===== src/rtl/slot_pkg.sv =====
// Shared FSM encoding and per-slot position codes for the slot sequencer.
// A position code is a 3-bit one-hot {FINAL, INTERMEDIO, INICIO}, or both ends when the chain is one slot long.
package slot_pkg;

    typedef enum logic [2:0] {
        S_IDLE,
        S_CLEAR,
        S_WAIT_Q,
        S_HOLD,
        S_ADVANCE,
        S_FINISH,
        S_FAULT
    } state_e;

    localparam int POS_INICIO = 0;
    localparam int POS_INTER  = 1;
    localparam int POS_FINAL  = 2;
    localparam int POS_W      = 3;

    function automatic logic [POS_W-1:0] pos_code(input int unsigned slot, input int unsigned len);
        logic [POS_W-1:0] c;
        c = '0;
        if (slot < len) begin
            if (slot == 0)
                c[POS_INICIO] = 1'b1;
            if (slot == len - 1)
                c[POS_FINAL] = 1'b1;
            if (slot != 0 && slot != len - 1)
                c[POS_INTER] = 1'b1;
        end
        return c;
    endfunction

endpackage


===== src/rtl/slot_pos_decode.sv =====
// Combinational decode of chain length into per-slot INICIO/INTERMEDIO/FINAL vectors.
// Zero latency; slots at or beyond the length decode to all-zero.
module slot_pos_decode
    import slot_pkg::*;
#(
    parameter int N_SLOTS = 4
) (
    input  logic [$clog2(N_SLOTS):0] len_i,
    output logic [N_SLOTS-1:0]       inicio_o,
    output logic [N_SLOTS-1:0]       intermedio_o,
    output logic [N_SLOTS-1:0]       final_o
);

    logic [POS_W-1:0] code;

    always_comb begin
        inicio_o     = '0;
        intermedio_o = '0;
        final_o      = '0;
        code         = '0;
        for (int i = 0; i < N_SLOTS; i++) begin
            code            = pos_code(i, 32'(len_i));
            inicio_o[i]     = code[POS_INICIO];
            intermedio_o[i] = code[POS_INTER];
            final_o[i]      = code[POS_FINAL];
        end
    end

endmodule


===== src/rtl/slot_sequencer.sv =====
// Steps a chain of slots one at a time: clear, wait for each Q, dwell, advance; timeout or abort resets all slots.
// Control outputs decode from the registered state; position outputs are registered one cycle after an accepted start.
module slot_sequencer
    import slot_pkg::*;
#(
    parameter int N_SLOTS    = 4,
    parameter int TIMEOUT    = 255,
    parameter int CLR_CYCLES = 2
) (
    input  logic                     clk_i,
    input  logic                     reset_i,
    input  logic                     start_i,
    input  logic                     abort_i,
    input  logic [$clog2(N_SLOTS):0] len_i,
    input  logic [7:0]               dwell_i,
    input  logic [N_SLOTS-1:0]       slot_q_i,
    output logic [N_SLOTS-1:0]       inicio_o,
    output logic [N_SLOTS-1:0]       intermedio_o,
    output logic [N_SLOTS-1:0]       final_o,
    output logic [N_SLOTS-1:0]       slot_rst_o,
    output logic [N_SLOTS-1:0]       step_o,
    output logic                     busy_o,
    output logic                     done_o,
    output logic                     err_o
);

    localparam int LW    = $clog2(N_SLOTS) + 1;
    localparam int IW    = $clog2(N_SLOTS);
    localparam int CMAX0 = (TIMEOUT > 255) ? TIMEOUT : 255;
    localparam int CMAX  = (CMAX0 > CLR_CYCLES) ? CMAX0 : CLR_CYCLES;
    localparam int CW    = $clog2(CMAX + 1);

    state_e               state_q, state_d;
    logic [IW-1:0]        idx_q, idx_d;
    logic [CW-1:0]        cnt_q, cnt_d;
    logic [LW-1:0]        len_q, len_d;
    logic [7:0]           dwell_q, dwell_d;
    logic                 err_q, err_d;
    logic [N_SLOTS-1:0]   inicio_q, inicio_d, inter_q, inter_d, final_q, final_d;
    logic [N_SLOTS-1:0]   dec_inicio, dec_inter, dec_final, clr_mask;
    logic                 len_ok, accept, q_cur, last_idx;

    slot_pos_decode #(.N_SLOTS(N_SLOTS)) u_pos_decode (
        .len_i        (len_i),
        .inicio_o     (dec_inicio),
        .intermedio_o (dec_inter),
        .final_o      (dec_final)
    );

    assign len_ok   = (len_i != '0) && (len_i <= LW'(N_SLOTS));
    assign accept   = (state_q == S_IDLE) && start_i && !abort_i && len_ok;
    assign q_cur    = slot_q_i[idx_q];
    assign last_idx = ({1'b0, idx_q} == (len_q - LW'(1)));

    always_comb begin
        clr_mask = '0;
        for (int i = 0; i < N_SLOTS; i++)
            clr_mask[i] = (LW'(i) < len_q);
    end

    always_comb begin
        state_d    = state_q;
        idx_d      = idx_q;
        cnt_d      = cnt_q;
        len_d      = len_q;
        dwell_d    = dwell_q;
        err_d      = err_q;
        inicio_d   = inicio_q;
        inter_d    = inter_q;
        final_d    = final_q;
        step_o     = '0;
        slot_rst_o = '0;
        done_o     = 1'b0;

        case (state_q)
            S_IDLE: begin
                if (accept) begin
                    state_d  = S_CLEAR;
                    cnt_d    = '0;
                    len_d    = len_i;
                    dwell_d  = dwell_i;
                    err_d    = 1'b0;
                    inicio_d = dec_inicio;
                    inter_d  = dec_inter;
                    final_d  = dec_final;
                end
            end
            S_CLEAR: begin
                slot_rst_o = clr_mask;
                if (cnt_q == CW'(CLR_CYCLES - 1)) begin
                    state_d = S_WAIT_Q;
                    cnt_d   = '0;
                    idx_d   = '0;
                end else begin
                    cnt_d = cnt_q + CW'(1);
                end
            end
            S_WAIT_Q: begin
                step_o = N_SLOTS'(1) << idx_q;
                // Q beats the timeout when both land in the same cycle.
                if (q_cur) begin
                    cnt_d   = '0;
                    state_d = (dwell_q == '0) ? S_ADVANCE : S_HOLD;
                end else if (cnt_q == CW'(TIMEOUT - 1)) begin
                    state_d = S_FAULT;
                    err_d   = 1'b1;
                end else begin
                    cnt_d = cnt_q + CW'(1);
                end
            end
            S_HOLD: begin
                step_o = N_SLOTS'(1) << idx_q;
                if (!q_cur) begin
                    state_d = S_WAIT_Q;
                    cnt_d   = '0;
                end else if (cnt_q == CW'(dwell_q) - CW'(1)) begin
                    state_d = S_ADVANCE;
                end else begin
                    cnt_d = cnt_q + CW'(1);
                end
            end
            S_ADVANCE: begin
                cnt_d = '0;
                if (last_idx) begin
                    state_d = S_FINISH;
                end else begin
                    state_d = S_WAIT_Q;
                    idx_d   = idx_q + IW'(1);
                end
            end
            S_FINISH: begin
                done_o  = !abort_i;
                state_d = S_IDLE;
            end
            S_FAULT: begin
                slot_rst_o = '1;
                state_d    = S_IDLE;
            end
            default: state_d = S_IDLE;
        endcase

        // Abort overrides every transition but never touches the error flag.
        if (abort_i && state_q != S_IDLE && state_q != S_FAULT) begin
            state_d = S_FAULT;
            err_d   = err_q;
        end

        if (state_d == S_IDLE) begin
            idx_d    = '0;
            cnt_d    = '0;
            inicio_d = '0;
            inter_d  = '0;
            final_d  = '0;
        end
    end

    always_ff @(posedge clk_i) begin
        if (reset_i) begin
            state_q  <= S_IDLE;
            idx_q    <= '0;
            cnt_q    <= '0;
            len_q    <= '0;
            dwell_q  <= '0;
            err_q    <= 1'b0;
            inicio_q <= '0;
            inter_q  <= '0;
            final_q  <= '0;
        end else begin
            state_q  <= state_d;
            idx_q    <= idx_d;
            cnt_q    <= cnt_d;
            len_q    <= len_d;
            dwell_q  <= dwell_d;
            err_q    <= err_d;
            inicio_q <= inicio_d;
            inter_q  <= inter_d;
            final_q  <= final_d;
        end
    end

    assign busy_o       = (state_q != S_IDLE);
    assign err_o        = err_q;
    assign inicio_o     = inicio_q;
    assign intermedio_o = inter_q;
    assign final_o      = final_q;

endmodule


===== config.mk =====
export PLATFORM = sky130hd
export DESIGN_NAME = slot_sequencer
export DESIGN_NICKNAME = d
export VERILOG_FILES = /design/src/rtl/slot_pkg.sv /design/src/rtl/slot_pos_decode.sv /design/src/rtl/slot_sequencer.sv
export SDC_FILE = /design/constraint.sdc
export NUM_CORES = 1
export LEC_CHECK = 0
export ABC_AREA = 1
export BUFFER_PORTS_ARGS = -buffer_cell sky130_fd_sc_hd__buf_2
export CORE_MARGIN = 4
export CORE_UTILIZATION = 55
export DETAILED_ROUTE_END_ITERATION = 16
export HOLD_SLACK_MARGIN = 0.15
export PLACE_DENSITY = 0.89
export SYNTH_ARGS = -nofsm -noshare
export SYNTH_HDL_FRONTEND = slang
export SYNTH_SLANG_ARGS = --single-unit

===== constraint.sdc =====
create_clock -name clk_i -period 4 [get_ports clk_i]
set_clock_uncertainty 0.1 [all_clocks]
set_input_delay 0.4 -clock clk_i [delete_from_list [all_inputs] [get_ports clk_i]]
set_output_delay 0.4 -clock clk_i [all_outputs]
set_load 0.05 [all_outputs]

==> results of run 1 <==
[area by class of cell]
type	count	area (sq um)	area share (%)
Timing Repair Buffer	37	185	6.60
Sequential cell	33	661	23.6
Multi-Input combinational cell	286	1540	55.1
Tap cell	52	65.1	2.32
Clock inverter	1	30.0	1.07
Inverter	62	233	8.30
Clock buffer	7	86.3	3.08
[layout by cell type, fill, tap and decap left out]
cell	n
a211oi_1	1
o31ai_1	3
o21ai_0	19
nor3_1	5
o21ai_2	2
o22ai_1	1
nor2_4	5
dfxtp_1	33
nand2_4	1
or2_2	1
nor2_1	41
bufinv_16	1
nor2_2	5
and2_4	1
a21oi_4	1
clkbuf_1	1
inv_1	54
a21oi_2	10
nand3_1	32
buf_2	37
a22oi_1	2
nand2_1	87
conb_1	4
nand3_2	1
nor3_2	1
a21oi_1	30
ha_1	12
nand2_2	4
xor2_1	5
inv_2	8
o21ai_1	2
nor3_4	1
nand4_1	4
a31oi_1	1
xnor2_1	4
clkbuf_8	6
[worst max-delay path: stages, from the launching register on]
cell and delay, ps:
dfxtp_1 330, inv_1 110, ha_1 320, inv_1 40, nand2_1 50, nand2_1 40
nor2_1 80, nand2_1 50, nor2_1 80, nand2_1 50, nor2_1 160, nand2_1 100
nand2_1 110, a21oi_4 70, nor2_4 470, a21oi_1 140
[per-stage QoR]
stage	setup WS, ps	hold WS [ps]
after global routing	1290	244
after floorplan	1530	356
after global placement	1710	367
after CTS	1580	235
final	1550	239
after detailed placement	1640	370
[cell families (layout without fill, tap and decap cells)]
group / Yosys count / count (layout) / share of synthesized area [%]
xor gates and xnor gates: 9 / 9 / 3.12
buffers and inverters: 74 / 107 / 13.1
DFF: 33 / 33 / 26.2
AOI/OAI and AO/OA: 72 / 72 / 17.2
and+or+nand+nor: 189 / 189 / 34.3
adders and majority gates: 12 / 12 / 5.95
other: 1 / 4 / 0.149
[final timing paths]
path / endpoint / slack, ps / cells past startpoint
setup / recovery: cnt_q[4] / 1550 / 15
hold / removal: err_o / 240 / 2
setup reg to reg: cnt_q[4] / 1550 / 15
hold reg to reg: err_o / 390 / 2
[sequential cells by signal, indices dropped and copies added, names as in the netlist]
register	flops
dwell_q	8
idx_q	2
err_o	1
final_o	4
intermedio_o	3
inicio_o	1
state_q	3
len_q	3
cnt_q	8
[per-layer routing]
metal  GRT usage (%)  vias to the layer above  wire [microns]
met2            38.1                       78            2840
met4            10.5                        0              97
li1                -                     1307               -
met5               0                        -               0
met1            27.6                     1153            2560
met3            3.56                       11             283
[power by group]
part	internal [mW]	switching, mW	leakage, nW	total, mW
Clock	0.203	0.122	0.0585	0.325
Sequential	0.366	0.0482	0.267	0.414
Combinational	0.178	0.466	1.02	0.643
==> results by group, run 1 <==
Critical path
  • CP Class: reg2reg
  • Worst Setup SP: dwell_q[0]
  • Critical path required time: 4050 ps
  • Critical Path Fanout Max: 18
  • Worst setup EP type: flip-flop
  • Element type at the critical path start: flip-flop
  • RR Startpoint: dwell_q[0]
  • Critical path arrival: 2510 ps

CTS
  • Post-CTS sizing: 0
  • Clock Latency Late Sink: 280 ps
  • Htree depth: 2
  • CTS buffer count: 5
  • Cts hold-fix bufs: 0
  • CTS tree: yes
  • Clock sinks: 33
  • CTS Root Cell: clkbuf_8
  • Clock Path Buffers: 2
  • Clock Pin Slew Worst Setup and Hold Paths: 70 ps
  • Setup bufs post-CTS: 0

Global route
  • Gr usage total: 22.5%
  • Global-route wire length before repair: 10200 microns
  • Global route overflow: 0
  • Via count of the first global-routing pass: 2380
  • Antenna violations before repair: 0
  • Largest net degree at the start of global routing: 29

Timing
  • Max-slew headroom: 53.3%
  • Final Hold Fails: 0
  • Setup_tns: 0 ps
  • Slew Limit Fails: 0
  • Least-Margin Pin Slew: 700 ps
  • # setup viols final: 0
  • Fmax achieved: 407 MHz
  • Crit share post-route: 61.4%
  • Fin crit period: 2450 ps
  • Unrepaired setup endpoints after global routing: false

Yosys
  • Ys async rst share: 0%
  • Top post-synthesis cells by area: dfxtp_1 26%, nand2_1 13%, inv_1 8.0%, nand3_1 6.3%, nor2_1 6.1%
  • Distinct cells, synth: 36
  • Synthesized area: 2520 sq um
  • Yosys top cell area share: 26.2%
  • Post-synth EDFFs: 0
  • Post-synthesis sequential area ratio: 26.2%
  • Yosys top cell by area: dfxtp_1
  • YS warnings: 0
  • Most common cell in the netlist: nand2_1
  • Main synth FF type: dfxtp_1
  • Synthesized area per cell: 6.47 sq um
  • Synth cell count leaders: 87 x nand2_1, 54 x inv_1, 41 x nor2_1
  • Synthesis-stage register bit count: 33
  • Synthesized instance count: 390

Floorplan
  • IO Pins: 42
  • Row count: 24
  • Die height: 75.8 microns
  • Initial core utilization: 57.6%
  • Die X: 75.8 microns
  • Die area: 5740 sq um
  • CORE AREA: 4380 sq um

Placement
  • Placer congestion estimate: 0.906
  • Dpl hpwl: 4390 microns
  • Port Buf Inserts: 37
  • Post-placement cell area: 2690 sq um
  • Placed cells: 470

Finish
  • Fin util: 64.0%
  • Nets: 456
  • Layout cell share with drive strength beyond 1: 20.0%
  • Synth-to-Final Area Change: 11.1%
  • ANT cells: 0
  • Fillers: 365
  • Final instance area: 2800 sq um
  • Non-Filler Instances: 478

Route
  • Routed len/inst: 12.1 microns
  • Detailed-router iteration count before antenna repair: 7
  • DR vias: 2549
  • Drc violations: 0
  • Vias per cell: 5.33
  • Starting DRC count in detailed routing: 183
  • Final Routed Wirelength: 5780 microns
  • Antenna Nets Post-Route: 0

Min path
  • Hold Path Class: in2reg
  • Worst hold path startpoint: reset_i

Power and ir drop
  • Leakage: 1.34 nW
  • Pwr Density: 493 nW/um^2
  • Pwr Total: 1.38 mW
  • VDD IR-drop max: 0.363 mV

Job
  • Max_cap viols: 0

Outcome
  • Status: finished clean
(Power assumes the default switching activity.)
==> run 2: changes to the inputs <==
--- a/config.mk
+++ b/config.mk
@@ -8,10 +8,10 @@
 export ABC_AREA = 1
 export BUFFER_PORTS_ARGS = -buffer_cell sky130_fd_sc_hd__buf_2
 export CORE_MARGIN = 4
-export CORE_UTILIZATION = 55
+export CORE_UTILIZATION = 51
 export DETAILED_ROUTE_END_ITERATION = 16
 export HOLD_SLACK_MARGIN = 0.15
-export PLACE_DENSITY = 0.89
+export PLACE_DENSITY = 0.87
 export SYNTH_ARGS = -nofsm -noshare
 export SYNTH_HDL_FRONTEND = slang
 export SYNTH_SLANG_ARGS = --single-unit
==> constraint.sdc (replaced) <==
create_clock -name clk_i -period 2.1 [get_ports clk_i]
set_clock_uncertainty 0.1 [all_clocks]
set_input_delay 0.21 -clock clk_i [delete_from_list [all_inputs] [get_ports clk_i]]
set_output_delay 0.21 -clock clk_i [all_outputs]
set_load 0.05 [all_outputs]
==> run 2 against run 1 <==
Final area rose by 12%. Combinational power rose to 2.5 times the previous value. Critical path type unchanged. Worst hold slack got worse by 67 ps. Highest routed layer unchanged. Critical endpoint unchanged. Count of clock-buffer cells in the layout fell by 1. The flow now finishes with violations (negative setup slack). Non-clock buffer count rose by 26.
==> results by group, run 2 (synthesis results as in run 1) <==
Outcome
  • Status: complete, but fails checks
  • Failing checks: negative setup slack

Timing
  • Slew Limit Fails: 0 (unchanged)
  • # setup viols final: 19 (+19)
  • Worst setup margin: -158 ps (-1700 ps)
  • Setup_tns: -2250 ps (-2250 ps)
  • Unrepaired setup endpoints after global routing: true
  • Fin crit period: 2260 ps (-197 ps)
  • Final Hold Fails: 0 (unchanged)
  • Fmax achieved: 443 MHz (+8.7%)
  • Crit share post-route: 108% (+46 points)

CTS
  • Clock Latency Late Sink: 300 ps (+20 ps)
  • Clock sinks: 33 (unchanged)
  • CTS buffer count: 5 (unchanged)
  • Htree depth: 2 (unchanged)
  • Setup bufs post-CTS: 0 (unchanged)
  • CTS Root Cell: clkbuf_8
  • CTS tree: yes
  • Clock Path Buffers: 2 (unchanged)
  • Clock Pin Slew Worst Setup and Hold Paths: 70 ps (about the same)

Global route
  • Largest net degree at the start of global routing: 19 (-34%)
  • Global route overflow: 0 (unchanged)
  • Via count of the first global-routing pass: 2636 (+11%)
  • Antenna violations before repair: 0 (unchanged)
  • Gr usage total: 23.1% (+0.62 points)
  • Global-route wire length before repair: 11600 microns (+14%)

Power and ir drop
  • Pwr Total: 2.87 mW (+110%)
  • VDD IR-drop max: 0.627 mV (+73%)
  • Gate power share: 56.0% (+9.5 points)
  • Pwr Density: 910 nW/um^2 (+85%)
  • Leakage: 1.48 nW (+9.8%)
  • Net load switching power: 1.41 mW (+120%)
  • Flop pwr share: 27.2% (-2.8 points)
  • Switching share of power: 49.1% (+3.1 points)
  • Int Power: 1.46 mW (+95%)
  • Clock share of power: 16.8% (-6.7 points)

Route
  • Vias per cell: 5.37 (+0.77%)
  • Detailed-router iteration count before antenna repair: 5 (-2)
  • Routed len/inst: 14.5 microns (+20%)
  • Final Routed Wirelength: 7520 microns (+30%)
  • Drc violations: 0 (unchanged)
  • DR vias: 2789 (+9.4%)
  • Starting DRC count in detailed routing: 200 (+9.3%)
  • Antenna Nets Post-Route: 0 (unchanged)

Min path
  • Hold Path Class: in2reg
  • Hold Path Sink: len_q[2]
  • Worst hold path startpoint: abort_i
  • Worst hold path cell count: 4 (+2)

Critical path
  • Worst setup EP type: flip-flop
  • RR Startpoint: dwell_q[1]
  • CP Class: reg2reg
  • Critical Path Fanout Max: 8 (-10)
  • Critical path required time: 2220 ps (-1830 ps)
  • Critical path arrival: 2380 ps (-130 ps)
  • R2R cell count: 17 (+2)
  • Element type at the critical path start: flip-flop
  • Internal reg-to-reg setup slack: -160 ps (-1700 ps)
  • Worst reg2reg endpoint: cnt_q[4]

Finish
  • Most common cell after layout, fill and taps aside: nand2_1
  • ANT cells: 0 (unchanged)
  • Layout cell share with drive strength beyond 1: 28.1% (+8.1 points)
  • Fillers: 389 (+6.6%)
  • Synth-to-Final Area Change: 24.8%
  • Nets: 482 (+5.7%)
  • Most frequent cells in the layout: 83 x nand2_1, 50 x inv_1, 40 x nor2_1

Floorplan
  • Initial core utilization: 53.1% (-4.5 points)
  • Die X: 78.4 microns (+3.4%)
  • Die height: 78.4 microns (+3.4%)
  • Row count: 25 (+4.2%)
  • CORE AREA: 4750 sq um (+8.4%)
  • Die area: 6140 sq um (+7.0%)
  • IO Pins: 42 (unchanged)

Placement
  • Placer congestion estimate: 0.886 (-2.1%)
  • Port Buf Inserts: 37 (unchanged)
  • Dpl hpwl: 5050 microns (+15%)

Job
  • Max_cap viols: 0 (unchanged)
==> run 2: changes by cell type in the layout (fill, tap and decap cells not counted), sizes merged <==
cell         change
dlygate4sd3     +10
buf             +15
bufinv           -1
clkinv           +2
==> run 2: area by class of cell <==
cell class              count  area (sq um)  share of cell area (%)
repair buffers             63           448                    14.2
clock buffers               6          72.6                    2.30
well taps                  67          83.8                    2.66
clock inverters             2          10.0                   0.318
inverters                  62           233                    7.38
multi-input cells         286          1640                    52.0
flip-flops and latches     33           667                    21.2
==> run 2: per-layer routing <==
| metal | vias up | wire [microns] | track usage [%] |
|---|---|---|---|
| met5 | - | 0 | 0 |
| met4 | 0 | 180 | 9.09 |
| met3 | 18 | 518 | 4.70 |
| met1 | 1281 | 2990 | 26.0 |
| met2 | 133 | 3830 | 42.3 |
| li1 | 1357 | - | - |
==> run 2: timing repair <==
item	in CTS	in global routing
gates resized for setup	2	26
gates cloned	0	1
endpoints found under the setup margin	19	22
endpoints found under the hold margin	10	0
hold buffers	10	0
pin swaps	0	15
==> run 2: power by group through the flow <==
| stage | Combinational (mW) | Sequential [mW] | Clock [mW] |
|---|---|---|---|
| after floorplan | 1.04 | 0.806 | 0 |
| after global placement | 1.34 | 0.783 | 0 |
| after detailed placement | 1.39 | 0.785 | 0 |
| after CTS | 1.42 | 0.771 | 0.480 |
| after global routing | 1.71 | 0.788 | 0.519 |
| final | 1.61 | 0.782 | 0.481 |
==> run 2: worst max-delay path by stage <==
| stage | endpoint | slack [ps] | startpoint |
|---|---|---|---|
| 6_report | cnt_q[4] | -160 | dwell_q[1] |
| 5_1_grt | cnt_q[2] | -280 | dwell_q[1] |
| 3_3_place_gp | intermedio_o[3] | -30 | len_q[1] |
| 3_5_place_dp | intermedio_o[3] | -90 | len_q[1] |
| 4_1_cts | cnt_q[5] | -10 | dwell_q[1] |
| 2_1_floorplan | final_o[1] | 40 | len_q[0] |
==> run 2: per-stage QoR <==
stage	util [%]	cells	area (sq um)	hold WS, ps	setup WS [ps]
finish	66.3	519	3150	173	-158
global route	66.3	519	3150	189	-283
CTS	63.9	518	3040	165	-14.1
detailed placement	59.9	500	2850	352	-85.8
global placement	59.9	500	2850	352	-27.8
floorplan	-	393	2540	179	37.2
==> run 2: worst max-delay path, stage by stage, from the launching register on <==
cell,delay (ps)
dfxtp_2,340
inv_2,50
ha_4,270
inv_2,30
nand2_1,70
nand2_1,50
nor2_1,80
nand2_1,50
nor2_1,90
nand2_1,70
nor2_2,170
nand3_2,140
nand2_1,110
nand2_1,70
nand2_2,120
nor2_4,70
clkbuf_16,170
a21oi_1,140
==> run 3: changes to the inputs <==
--- a/config.mk
+++ b/config.mk
@@ -5,7 +5,6 @@
 export SDC_FILE = /design/constraint.sdc
 export NUM_CORES = 1
 export LEC_CHECK = 0
-export ABC_AREA = 1
 export BUFFER_PORTS_ARGS = -buffer_cell sky130_fd_sc_hd__buf_2
 export CORE_MARGIN = 4
 export CORE_UTILIZATION = 51
==> run 3 against run 2 <==
The run still ends with negative setup slack left. Total power rose by 0.69%. Combinational power is 4% lower. Maximum frequency is 12% lower. Synthesized cell count decreased by 26%. Cell count shrank 14%. Die area shrank 3.1%. Register-to-register slack worse by 300 ps. Worst setup slack lost 300 ps. Via count shrank 1.7%. Utilization grew 11 points. Critical path depth down 7. Largest power group unchanged. Highest routed layer unchanged.
==> results by group, run 3 <==
Outcome
  • Status: complete, but fails checks
  • Failing checks: negative setup slack

Timing
  • Fmax achieved: 390 MHz (-12%)
  • Crit share post-route: 122% (+15 points)
  • Slew Limit Fails: 0 (unchanged)
  • # setup viols final: 21 (+2)
  • Max-slew headroom: 32.9%
  • Fin crit period: 2560 ps (+305 ps)
  • Final hold slack: 205 ps (+32.0 ps)
  • Worst setup margin: -462 ps (-305 ps)
  • Least-Margin Pin Slew: 1000 ps
  • Unrepaired setup endpoints after global routing: true
  • Final Hold Fails: 0 (unchanged)

CTS
  • Clock sinks: 33 (unchanged)
  • Clock Path Buffers: 2 (unchanged)
  • Htree depth: 2 (unchanged)
  • CTS buffer count: 5 (unchanged)
  • Clock Latency Late Sink: 290 ps (about the same)
  • CTS tree: yes
  • CTS Root Cell: clkbuf_8
  • Clock Pin Slew Worst Setup and Hold Paths: 70 ps (about the same)

Route
  • Final Routed Wirelength: 7660 microns (+1.8%)
  • Starting DRC count in detailed routing: 217 (+8.5%)
  • Antenna Nets Post-Route: 0 (unchanged)
  • Detailed-router iteration count before antenna repair: 7 (+2)
  • Drc violations: 0 (unchanged)
  • DR vias: 2742 (-1.7%)
  • Routed len/inst: 17.1 microns (+18%)
  • Vias per cell: 6.12 (+14%)

Global route
  • Via count of the first global-routing pass: 2697 (+2.3%)
  • Antenna violations before repair: 0 (unchanged)
  • Gr usage total: 26.3% (+3.2 points)
  • Global route overflow: 0 (unchanged)
  • Global-route wire length before repair: 12600 microns (+9.2%)
  • Largest net degree at the start of global routing: 20 (+1)

Placement
  • Port Buf Inserts: 37 (unchanged)
  • Setup WS pre-CTS: -427 ps (-341 ps)
  • Placer congestion estimate: 0.925 (+4.3%)
  • Dpl hpwl: 5650 microns (+12%)
  • Placed cells: 428 (-14%)

Yosys
  • Synth cell count leaders: 33 x dfxtp_1, 25 x nor2_1, 19 x nand2_1
  • Synthesis-stage register bit count: 33 (unchanged)
  • Distinct cells, synth: 63 (+75%)
  • Yosys top cell area share: 27.1% (+0.94 points)
  • Synthesized area: 2440 sq um (-3.5%)
  • Synthesized area per cell: 8.43 sq um (+30%)
  • Yosys top cell by area: dfxtp_1
  • Top post-synthesis cells by area: dfxtp_1 27%, ha_1 6.2%, mux2i_1 4.5%, nor2_1 3.9%, a32oi_1 3.2%
  • Ys async rst share: 0% (unchanged)
  • Synthesized instance count: 289 (-26%)
  • Main synth FF type: dfxtp_1
  • Most common cell in the netlist: dfxtp_1
  • Post-synth EDFFs: 0 (unchanged)
  • YS warnings: 0 (unchanged)
  • Post-synthesis sequential area ratio: 27.1% (+0.94 points)

Power and ir drop
  • Leakage: 1.53 nW (+4.0%)
  • VDD IR-drop max: 0.536 mV (-15%)
  • Pwr Total: 2.89 mW (+0.69%)
  • Flop pwr share: 25.0% (-2.2 points)
  • Switching share of power: 40.3% (-8.8 points)
  • Pwr Density: 841 nW/um^2 (-7.6%)
  • Gate power share: 53.4% (-2.6 points)
  • Int Power: 1.72 mW (+18%)
  • Clock share of power: 21.6% (+4.8 points)
  • Net load switching power: 1.17 mW (-17%)

Critical path
  • Element type at the critical path start: flip-flop
  • CP Class: reg2reg
  • Critical path required time: 2160 ps (-60 ps)
  • Worst setup EP type: flip-flop
  • R2R cell count: 10 (-7)
  • Critical Path Fanout Max: 19 (+11)
  • Critical path arrival: 2630 ps (+250 ps)

Floorplan
  • CORE AREA: 4470 sq um (-5.9%)
  • Die height: 77.1 microns (-1.6%)
  • Initial core utilization: 54.5% (+1.4 points)
  • Die X: 77.1 microns (-1.6%)
  • Row count: 24 (-4.0%)
  • Die area: 5950 sq um (-3.1%)
  • IO Pins: 42 (unchanged)

Finish
  • ANT cells: 0 (unchanged)
  • Nets: 426 (-12%)
  • Synth-to-Final Area Change: 41.0%
  • Fin util: 76.8% (+11 points)
  • Layout cell share with drive strength beyond 1: 37.1% (+9.0 points)
  • Most common cell after layout, fill and taps aside: buf_4
  • Most frequent cells in the layout: 70 x buf_4, 34 x buf_2, 30 x dfxtp_1
  • Non-Filler Instances: 448 (-14%)

Job
  • Max_cap viols: 0 (unchanged)

Min path
  • Hold Path Class: in2reg
  • Worst hold path cell count: 4 (unchanged)
==> run 3: final timing paths <==
check	start	end	slack, ps
setup / recovery	dwell_q[0]	cnt_q[0]	-460
hold / removal	len_i[1]	len_q[1]	200
setup reg to reg	dwell_q[0]	cnt_q[0]	-460
hold reg to reg	inicio_o[0]	inicio_o[0]	360
==> run 3: worst max-delay path: stages (launching register included) <==
cell       delay (ps)
dfxtp_4           350
inv_2              40
ha_4              170
o21ba_1           170
a221o_1           350
a2111oi_4         460
buf_4             200
a31oi_4            90
o211ai_4          200
buf_12            180
a32oi_1           120
==> run 3: final cells by class <==
cell class / instances / area, sq um
well taps: 52 / 65.1
repair buffers: 117 / 853
clock buffers: 7 / 86.3
multi-input cells: 223 / 1680
clock inverters: 1 / 30.0
inverters: 15 / 58.8
flip-flops and latches: 33 / 667
fillers: 303 / 1040
==> run 3: kinds of logic (layout without fill, tap and decap cells) <==
family	Yosys count	count (layout)	synth area share, %
AO/OA/AOI/OAI	73	73	24.0
XOR/XNOR	14	14	5.03
adder cells (fa/ha/maj)	12	12	6.16
buffers and inverters	36	140	7.70
flip-flops	33	33	27.1
multiplexers	12	12	5.44
other	1	4	0.154
AND/OR/NAND/NOR	108	108	24.4
==> run 3: through the flow <==
stage	area [sq um]	setup TNS, ps
2_1_floorplan	2510	-5660
6_report	3440	-8490
3_5_place_dp	3170	-7410
5_1_grt	3440	-10160
3_3_place_gp	3170	-5490
4_1_cts	3410	-7290
==> run 3: layer usage <==
metal  share of wire, %  vias up  global-route usage [%]
met5                  0        -                       0
met4                2.4        0                    10.1
met3                6.8       29                    5.97
met2                 53      135                    48.8
met1                 38     1305                    28.8
li1                   -     1273                       -
==> run 3: timing repair <==
| action | in CTS | in global routing |
|---|---|---|
| gates resized for setup | 5 | 9 |
| endpoints found under the setup margin | 25 | 28 |
| buffers inserted | 2 | 1 |
| gates cloned | 0 | 0 |
| hold buffers | 9 | 0 |
| hold endpoints to repair | 9 | 0 |
| pin swaps | 4 | 5 |
==> run 3: power by group through the flow <==
stage	clock (mW)	combinational (mW)	sequential (mW)
2_1_floorplan	0	0.860	0.763
3_3_place_gp	0	1.41	0.732
3_5_place_dp	0	1.45	0.735
4_1_cts	0.626	1.50	0.721
5_1_grt	0.662	1.64	0.729
6_report	0.624	1.54	0.723
